--- config.mk ---
export PLATFORM = sky130hd
export DESIGN_NAME = qspis_wb_arb
export DESIGN_NICKNAME = d
export VERILOG_FILES = /design/src/rtl/qspis_wb_arb.sv
export SDC_FILE = /design/constraint.sdc
export NUM_CORES = 1
export LEC_CHECK = 0
export ABC_AREA = 1
export BUFFER_PORTS_ARGS = -buffer_cell sky130_fd_sc_hd__buf_2
export CAP_MARGIN = 10
export CELL_PAD_IN_SITES_DETAIL_PLACEMENT = 1
export CELL_PAD_IN_SITES_GLOBAL_PLACEMENT = 1
export CORE_AREA = 2 2 125 127
export CTS_BUF_LIST = sky130_fd_sc_hd__clkbuf_4 sky130_fd_sc_hd__clkbuf_8
export DETAILED_ROUTE_END_ITERATION = 7
export DIE_AREA = 0 0 127 129
export HOLD_SLACK_MARGIN = 0.08
export PLACE_DENSITY_LB_ADDON = 0.2
export SLEW_MARGIN = 5
export SYNTH_ARGS = -nofsm -noshare
export SYNTH_HDL_FRONTEND = slang
export SYNTH_SLANG_ARGS = --single-unit
--- constraint.sdc ---
create_clock -name sys_clk -period 1.4 [get_ports sys_clk]
set_input_delay 0.07 -clock sys_clk [delete_from_list [all_inputs] [get_ports sys_clk]]
set_output_delay 0.07 -clock sys_clk [all_outputs]
set_load 0.05 [all_outputs]
--- src/rtl/qspis_wb_arb.sv ---
// Two-master Wishbone arbiter: cycle-framed round-robin grant of the shared
// system slave port, response routing to the owner, and a watchdog that
// aborts unacknowledged strobes with an err pulse to the owner.
module qspis_wb_arb #(
  parameter int unsigned TMO_W   = 8,
  parameter int unsigned TMO_CNT = 200
) (
  input  logic        sys_clk,
  input  logic        rst,
  // master 0: QSPI-slave bridge
  input  logic        m0_cyc_i,
  input  logic        m0_stb_i,
  input  logic [31:0] m0_adr_i,
  input  logic        m0_we_i,
  input  logic [31:0] m0_dat_i,
  input  logic [3:0]  m0_sel_i,
  output logic [31:0] m0_dat_o,
  output logic        m0_ack_o,
  output logic        m0_err_o,
  // master 1: UART debug bridge
  input  logic        m1_cyc_i,
  input  logic        m1_stb_i,
  input  logic [31:0] m1_adr_i,
  input  logic        m1_we_i,
  input  logic [31:0] m1_dat_i,
  input  logic [3:0]  m1_sel_i,
  output logic [31:0] m1_dat_o,
  output logic        m1_ack_o,
  output logic        m1_err_o,
  // shared slave port
  output logic        s_cyc_o,
  output logic        s_stb_o,
  output logic [31:0] s_adr_o,
  output logic        s_we_o,
  output logic [31:0] s_dat_o,
  output logic [3:0]  s_sel_o,
  input  logic [31:0] s_dat_i,
  input  logic        s_ack_i,
  input  logic        s_err_i,
  // status
  output logic        gnt_o,
  output logic        gnt_vld_o,
  output logic        tmo_flag_o,
  input  logic        tmo_clr_i
);

  typedef enum logic [1:0] {
    ST_IDLE  = 2'd0,
    ST_GRANT = 2'd1,
    ST_ABORT = 2'd2
  } state_t;

  localparam logic [TMO_W-1:0] TMO_LAST = TMO_W'(TMO_CNT - 1);

  state_t           state_q, state_d;
  logic             gnt_q, gnt_d;
  logic             last_q, last_d;
  logic             tmo_flag_q, tmo_flag_d;
  logic [TMO_W-1:0] tmo_cnt_q, tmo_cnt_d;

  logic own_cyc;
  logic own_stb;
  logic req_any;
  logic pick;
  logic stalled;
  logic expire;

  // Owner view, arbitration pick and watchdog expiry
  always_comb begin
    own_cyc = gnt_q ? m1_cyc_i : m0_cyc_i;
    own_stb = gnt_q ? m1_stb_i : m0_stb_i;
    req_any = m0_cyc_i | m1_cyc_i;
    pick    = (m0_cyc_i & m1_cyc_i) ? ~last_q : m1_cyc_i;
    stalled = (state_q == ST_GRANT) & own_cyc & own_stb & ~s_ack_i & ~s_err_i;
    expire  = stalled & (tmo_cnt_q == TMO_LAST);
  end

  // State register
  always_ff @(posedge sys_clk or posedge rst) begin
    if (rst) begin
      state_q <= ST_IDLE;
    end else begin
      state_q <= state_d;
    end
  end

  // Grant, round-robin history, watchdog counter and sticky flag
  always_ff @(posedge sys_clk or posedge rst) begin
    if (rst) begin
      gnt_q      <= 1'b0;
      last_q     <= 1'b1;
      tmo_cnt_q  <= '0;
      tmo_flag_q <= 1'b0;
    end else begin
      gnt_q      <= gnt_d;
      last_q     <= last_d;
      tmo_cnt_q  <= tmo_cnt_d;
      tmo_flag_q <= tmo_flag_d;
    end
  end

  // Next-state: grant on request, hold for the whole cycle, abort on expiry
  always_comb begin
    state_d    = state_q;
    gnt_d      = gnt_q;
    last_d     = last_q;
    tmo_cnt_d  = '0;
    tmo_flag_d = tmo_flag_q;
    if (tmo_clr_i) begin
      tmo_flag_d = 1'b0;
    end
    if (expire) begin
      tmo_flag_d = 1'b1;
    end
    case (state_q)
      ST_IDLE: begin
        if (req_any) begin
          state_d = ST_GRANT;
          gnt_d   = pick;
          last_d  = pick;
        end
      end
      ST_GRANT: begin
        if (!own_cyc) begin
          state_d = ST_IDLE;
        end else if (expire) begin
          state_d = ST_ABORT;
        end else if (stalled) begin
          tmo_cnt_d = tmo_cnt_q + TMO_W'(1);
        end
      end
      ST_ABORT: begin
        if (!own_cyc) begin
          state_d = ST_IDLE;
        end
      end
      default: begin
        state_d = ST_IDLE;
      end
    endcase
  end

  // Outputs: slave-side mux and response routing gated by state
  always_comb begin
    s_cyc_o    = 1'b0;
    s_stb_o    = 1'b0;
    s_adr_o    = m0_adr_i;
    s_we_o     = m0_we_i;
    s_dat_o    = m0_dat_i;
    s_sel_o    = m0_sel_i;
    m0_ack_o   = 1'b0;
    m0_err_o   = 1'b0;
    m1_ack_o   = 1'b0;
    m1_err_o   = 1'b0;
    m0_dat_o   = s_dat_i;
    m1_dat_o   = s_dat_i;
    gnt_o      = gnt_q;
    gnt_vld_o  = (state_q == ST_GRANT);
    tmo_flag_o = tmo_flag_q;
    if (state_q == ST_GRANT) begin
      s_cyc_o = own_cyc;
      s_stb_o = own_stb;
      if (gnt_q) begin
        s_adr_o  = m1_adr_i;
        s_we_o   = m1_we_i;
        s_dat_o  = m1_dat_i;
        s_sel_o  = m1_sel_i;
        m1_ack_o = s_ack_i;
        m1_err_o = s_err_i | expire;
      end else begin
        m0_ack_o = s_ack_i;
        m0_err_o = s_err_i | expire;
      end
    end
  end

endmodule

; ---- After elaboration in Yosys (flattened, before gate mapping)
; Index checks and enable logic that the tools add are counted.
[totals]
regBits = 13
word_cells = 59
out_inout_bits = 142
[classes]
n_bitwise = 11
muxes = 32
n_eq_ne = 6
n_addsub = 1
reduce_logical = 4
[ops]
columns = op, n
row1 = $mux W32, 4
row2 = $mux W8, 4
row3 = $mux W1, 17
row4 = $add A8 B1 Y8 const B, 1
row5 = $eq A8 B8 Y1 const B, 1
row6 = $mux W2, 4
row7 = $mux W4, 2
row8 = $and A1 B1 Y1, 6
row9 = $pmux W2 S3, 1
row10 = $ne A2 B2 Y1 const B, 2
row11 = $ne A3 B2 Y1 const B, 1
row12 = $not A1 Y1, 3
row13 = $reduce_and A3 Y1, 1
row14 = $eq A2 B1 Y1 const B, 1
row15 = $eq A2 B2 Y1 const B, 1
row16 = $logic_not A2 Y1, 1
row17 = $or A1 B1 Y1, 2
row18 = $reduce_and A2 Y1, 1
row19 = $reduce_bool A2 Y1, 1

; ---- Depth between registers and ports, before layout
[logic_depth]
ltp_word = 9
depth_mapped = 7
depth_no_buf = 7

; ---- Least setup slack after synthesis
; No wires, ideal clock.
[synth_timing]
path_type = reg-to-reg
start = register gnt_q (netlist: gnt_o)
end = register state_q[0]
path_stages_with_launch = 7
setup_time_ns = 0.069
path_slack_ns = -0.925
t_required_ns = 1.331
period_less_slack_ns = 2.325
arrival_time_ns = 2.256
path_cell_list = dfrtp_1 -> inv_2 -> nand2_1 -> nand2_1 -> nor3_1 -> nand2_1 -> nand2_1
[synth_between]
elab_chain_cells = 8
[synth_lines]
columns = element, line
row1 = "start, declared", 56  ; logic gnt_q, gnt_d;
row2 = "start signal, assigned", 95  ; gnt_q <= gnt_d;
row3 = $mux W1, 70  ; own_cyc = gnt_q ? m1_cyc_i : m0_cyc_i;
row4 = $and A1 B1 Y1 (4 in series), 74  ; stalled = (state_q == ST_GRANT) & own_cyc & own_stb & ~s_ack_i & ~s_err_i;
row5 = $and A1 B1 Y1, 75  ; expire = stalled & (tmo_cnt_q == TMO_LAST);
row6 = $ne A3 B2 Y1 (no line), --
row7 = $reduce_and A3 Y1 (no line), --
row8 = "end signal, assigned", 83  ; state_q <= state_d;
row9 = "end, declared", 55  ; state_t state_q, state_d;
; Several ways; a longest one is shown, not always the timed one.
; A chain may end at the register's enable or synchronous reset.

; ---- Worst setup path in the final report
[layout_timing]
start = register state_q[0]
end = output port s_adr_o[28]
[layout_between]
elab_chain_cells = 2
[layout_lines]
columns = element, line
row1 = $eq A2 B1 Y1, 160  ; if (state_q == ST_GRANT) begin
row2 = $mux W32, 160
row3 = "end, declared", 33  ; output logic [31:0] s_adr_o,
; Every way passes these cells.

==> metrics.txt <==
post-synthesis cell type count=25; Hold WC Path Type=input pin to output pin; total grt overflow=0; Peak Freq=576 MHz; Clock Skew=roughly 0.0009 ns; Placed Instance Area=3490 um2; first-pass GRT wire length=15.5 mm; sequential share of the synthesized area=0.139; ys async rst share=1.00; DP Wirelength=about 8.9 mm; Avg WL per Cell=17.7 um; slowest CP cell=dfrtp_1; Final min period=1.74 ns; Max stage delay on crit path=approximately 0.36 ns; Tot GR Track Use=0.124; failing checks=setup timing; crit path DAT=1.67 ns; CP startpoint kind=flop; Avg Cell Area, Syn=9.60 um2; die area=16400 um2; final core occ=0.282; critical path cell sequence=inv_2 > nor2_4 > nand2_8 > buf_8 > mux2_4 > buf_4; Syn Inst Count=244; largest net degree at the start of global routing=17; DRT Pass-1 Iters=4; H-tree depth=1; EDFF count, synth=0; Setup CP Type=flop to output pin; post-route insts no fill=629; mapped cell area=about 2300 um2; Core Rows=45; hold_sp=s_dat_i[17]; antenna violations before repair=1; Clock Latency Late Sink=0.24 ns; Synth Warn #=0; clk sink count=13; worst setup margin=-0.337 ns; Post-Place Cells=roughly 610; endpoint class of the critical path=output pin; height of the die=approximately 130 um; Nets=approximately 620; initial core utilization=0.156; GP Congestion=about 0.78; worst slew pin tran=approximately 0.57 ns; clk slew on worst S/H paths=0.06 ns; Final Cycle Share=1.24; core area=between 10000 and 15000 um2; Reg2Reg Capture Point=tmo_cnt_q[6]$_DFF_PP0_; Yosys top cell by area=mux2_4; CTS buffer count=3; status=finished with violations; top post-synthesis cells by area=mux2_4 44%, buf_4 21%, dfrtp_1 13%; Peak VDD IR=0.705 mV; Worst Path Max Fanout=9; I/O pins=321; reg2reg setup slack=-0.12 ns; Slew headroom=0.617; via/cell ratio=3.87; Design Area, Final=4220 um2; clock buffer depth=2; syn_nets=424; unrepaired setup endpoints after global routing=true; endpoints failing setup=85; layout cell share with drive strength beyond 1=0.807; Worst Hold End=m1_dat_o[17]; Hold Crit Depth=0; Worst R2R Start=state_q[0]$_DFFE_PP0P_; Power, Total=7.77 mW; CTS tree=built; Detail Route Antenna Nets=0; WL final=11.1 mm; Hold Vio Cnt, Final=0; max-slew violation count=0; Most used DFF post-synth=dfrtp_1; die width=approximately 130 um; CP required=1.33 ns; Iter 0 DRT Violations=43; vias in the first global route=~2600; max_cap viols=0; drt drc=0; clock root buffer master=clkbuf_8; worst reg2reg path depth=10; #FFs+latches synth=13; Pwr Density=1840 nW/um2; top-area cell type share of the netlist area=0.436; count leader, synth=mux2_4; I/O Buffers=between 200 and 250; Synth top cells by count=68 x mux2_4, 64 x buf_4, 25 x inv_1; area grow syn2layout=80.1%; Pleak=2.40 nW; via count=2437; setup_tns=-23.00 ns
## routing by layer
| metal | share of wire | global-route usage | vias to the layer above | routed length [um] |
|---|---|---|---|---|
| li1 | - | - | 1134 | - |
| met1 | 0.41 | 0.161 | 1120 | 4610 |
| met2 | 0.47 | 0.197 | 178 | 5220 |
| met3 | 0.11 | 0.0532 | 5 | 1220 |
| met4 | 0.0051 | 0.0175 | 0 | 57 |
| met5 | 0 | 0 | - | 0 |
## flip-flops by register name (all words and copies together), names as in the netlist
name / count
gnt_o: 1
last_q: 1
state_q: 2
tmo_cnt_q: 8
tmo_flag_o: 1
## area by class of cell
type,instances,area (um2)
inverter,28,113
fill,1760,10800
timing repair buffer,263,2040
tap,188,235
multi-input combinational,132,1460
clock buffer,4,48.8
sequential,13,328
antenna,1,2.50
## cell families after synthesis
kind of cell | count (synthesis) | share of synthesized area
muxes | 69 | 0.440
xor gates and xnor gates | 2 | 0.00748
buffers and inverters | 99 | 0.284
AOI/OAI and AO/OA | 9 | 0.0224
and+or+nand+nor | 51 | 0.101
adders and majority gates | 1 | 0.00534
DFF | 13 | 0.139
## per-stage QoR
step	hold slack (ns)	setup slack, ns
floorplan	-0.0538	-0.240
global placement	0.140	-0.0685
detailed placement	0.140	-0.0971
CTS	0.138	-0.349
global route	0.140	-0.401
finish	0.140	-0.337
## layout by cell type (no fill, tap or decap), types with 2 or more instances in the layout
cell and instances:
nand2_2 2, nand3_1 9, inv_1 24, buf_6 64, dlygate4sd3_1 2, buf_16 3, a21oi_4 2, nor2_4 3
buf_2 148, buf_8 5, buf_12 6, nand4_1 3, nand2_1 16, buf_4 34, inv_2 3, nand3_4 2
clkbuf_8 3, mux2_4 69, dfrtp_1 11, nor2_1 11, o21ai_0 3
## worst max-delay path by stage
stage	startpoint	endpoint	slack, ns
5_1_grt	state_q[0]$_DFFE_PP0P_	s_adr_o[28]	-0.40
4_1_cts	state_q[1]$_DFFE_PP0P_	s_adr_o[28]	-0.35
2_1_floorplan	state_q[1]$_DFFE_PP0P_	m0_err_o	-0.24
3_3_place_gp	gnt_o$_DFFE_PP0P_	m0_err_o	-0.07
3_5_place_dp	state_q[0]$_DFFE_PP0P_	s_dat_o[31]	-0.1
6_report	state_q[0]$_DFFE_PP0P_	s_adr_o[28]	-0.34
## power by group
part           internal (mW)  total [mW]  leakage (nW)  switching (mW)
logic                   3.07        6.92          2.20            3.85
clock network          0.221       0.368        0.0262           0.148
registers              0.433       0.486         0.173          0.0536
total                   3.72        7.77          2.40            4.05
## worst max-delay path: cells and delay by family (launching register included)
kind | cells | cell delay (ns)
buffers and inverters | 3 | 0.43
flip-flops | 1 | 0.36
multiplexers | 1 | 0.31
AND/OR/NAND/NOR | 2 | 0.30
## repair_timing
item	4_1_cts	5_1_grt
gates cloned	2	1
hold buffers	2	0
setup buffers	6	2
endpoints found under the hold margin	13	0
pin swaps	1	2
setup endpoints to repair	83	89
resized for setup	141	18
Power figures use the tool's default switching activity.
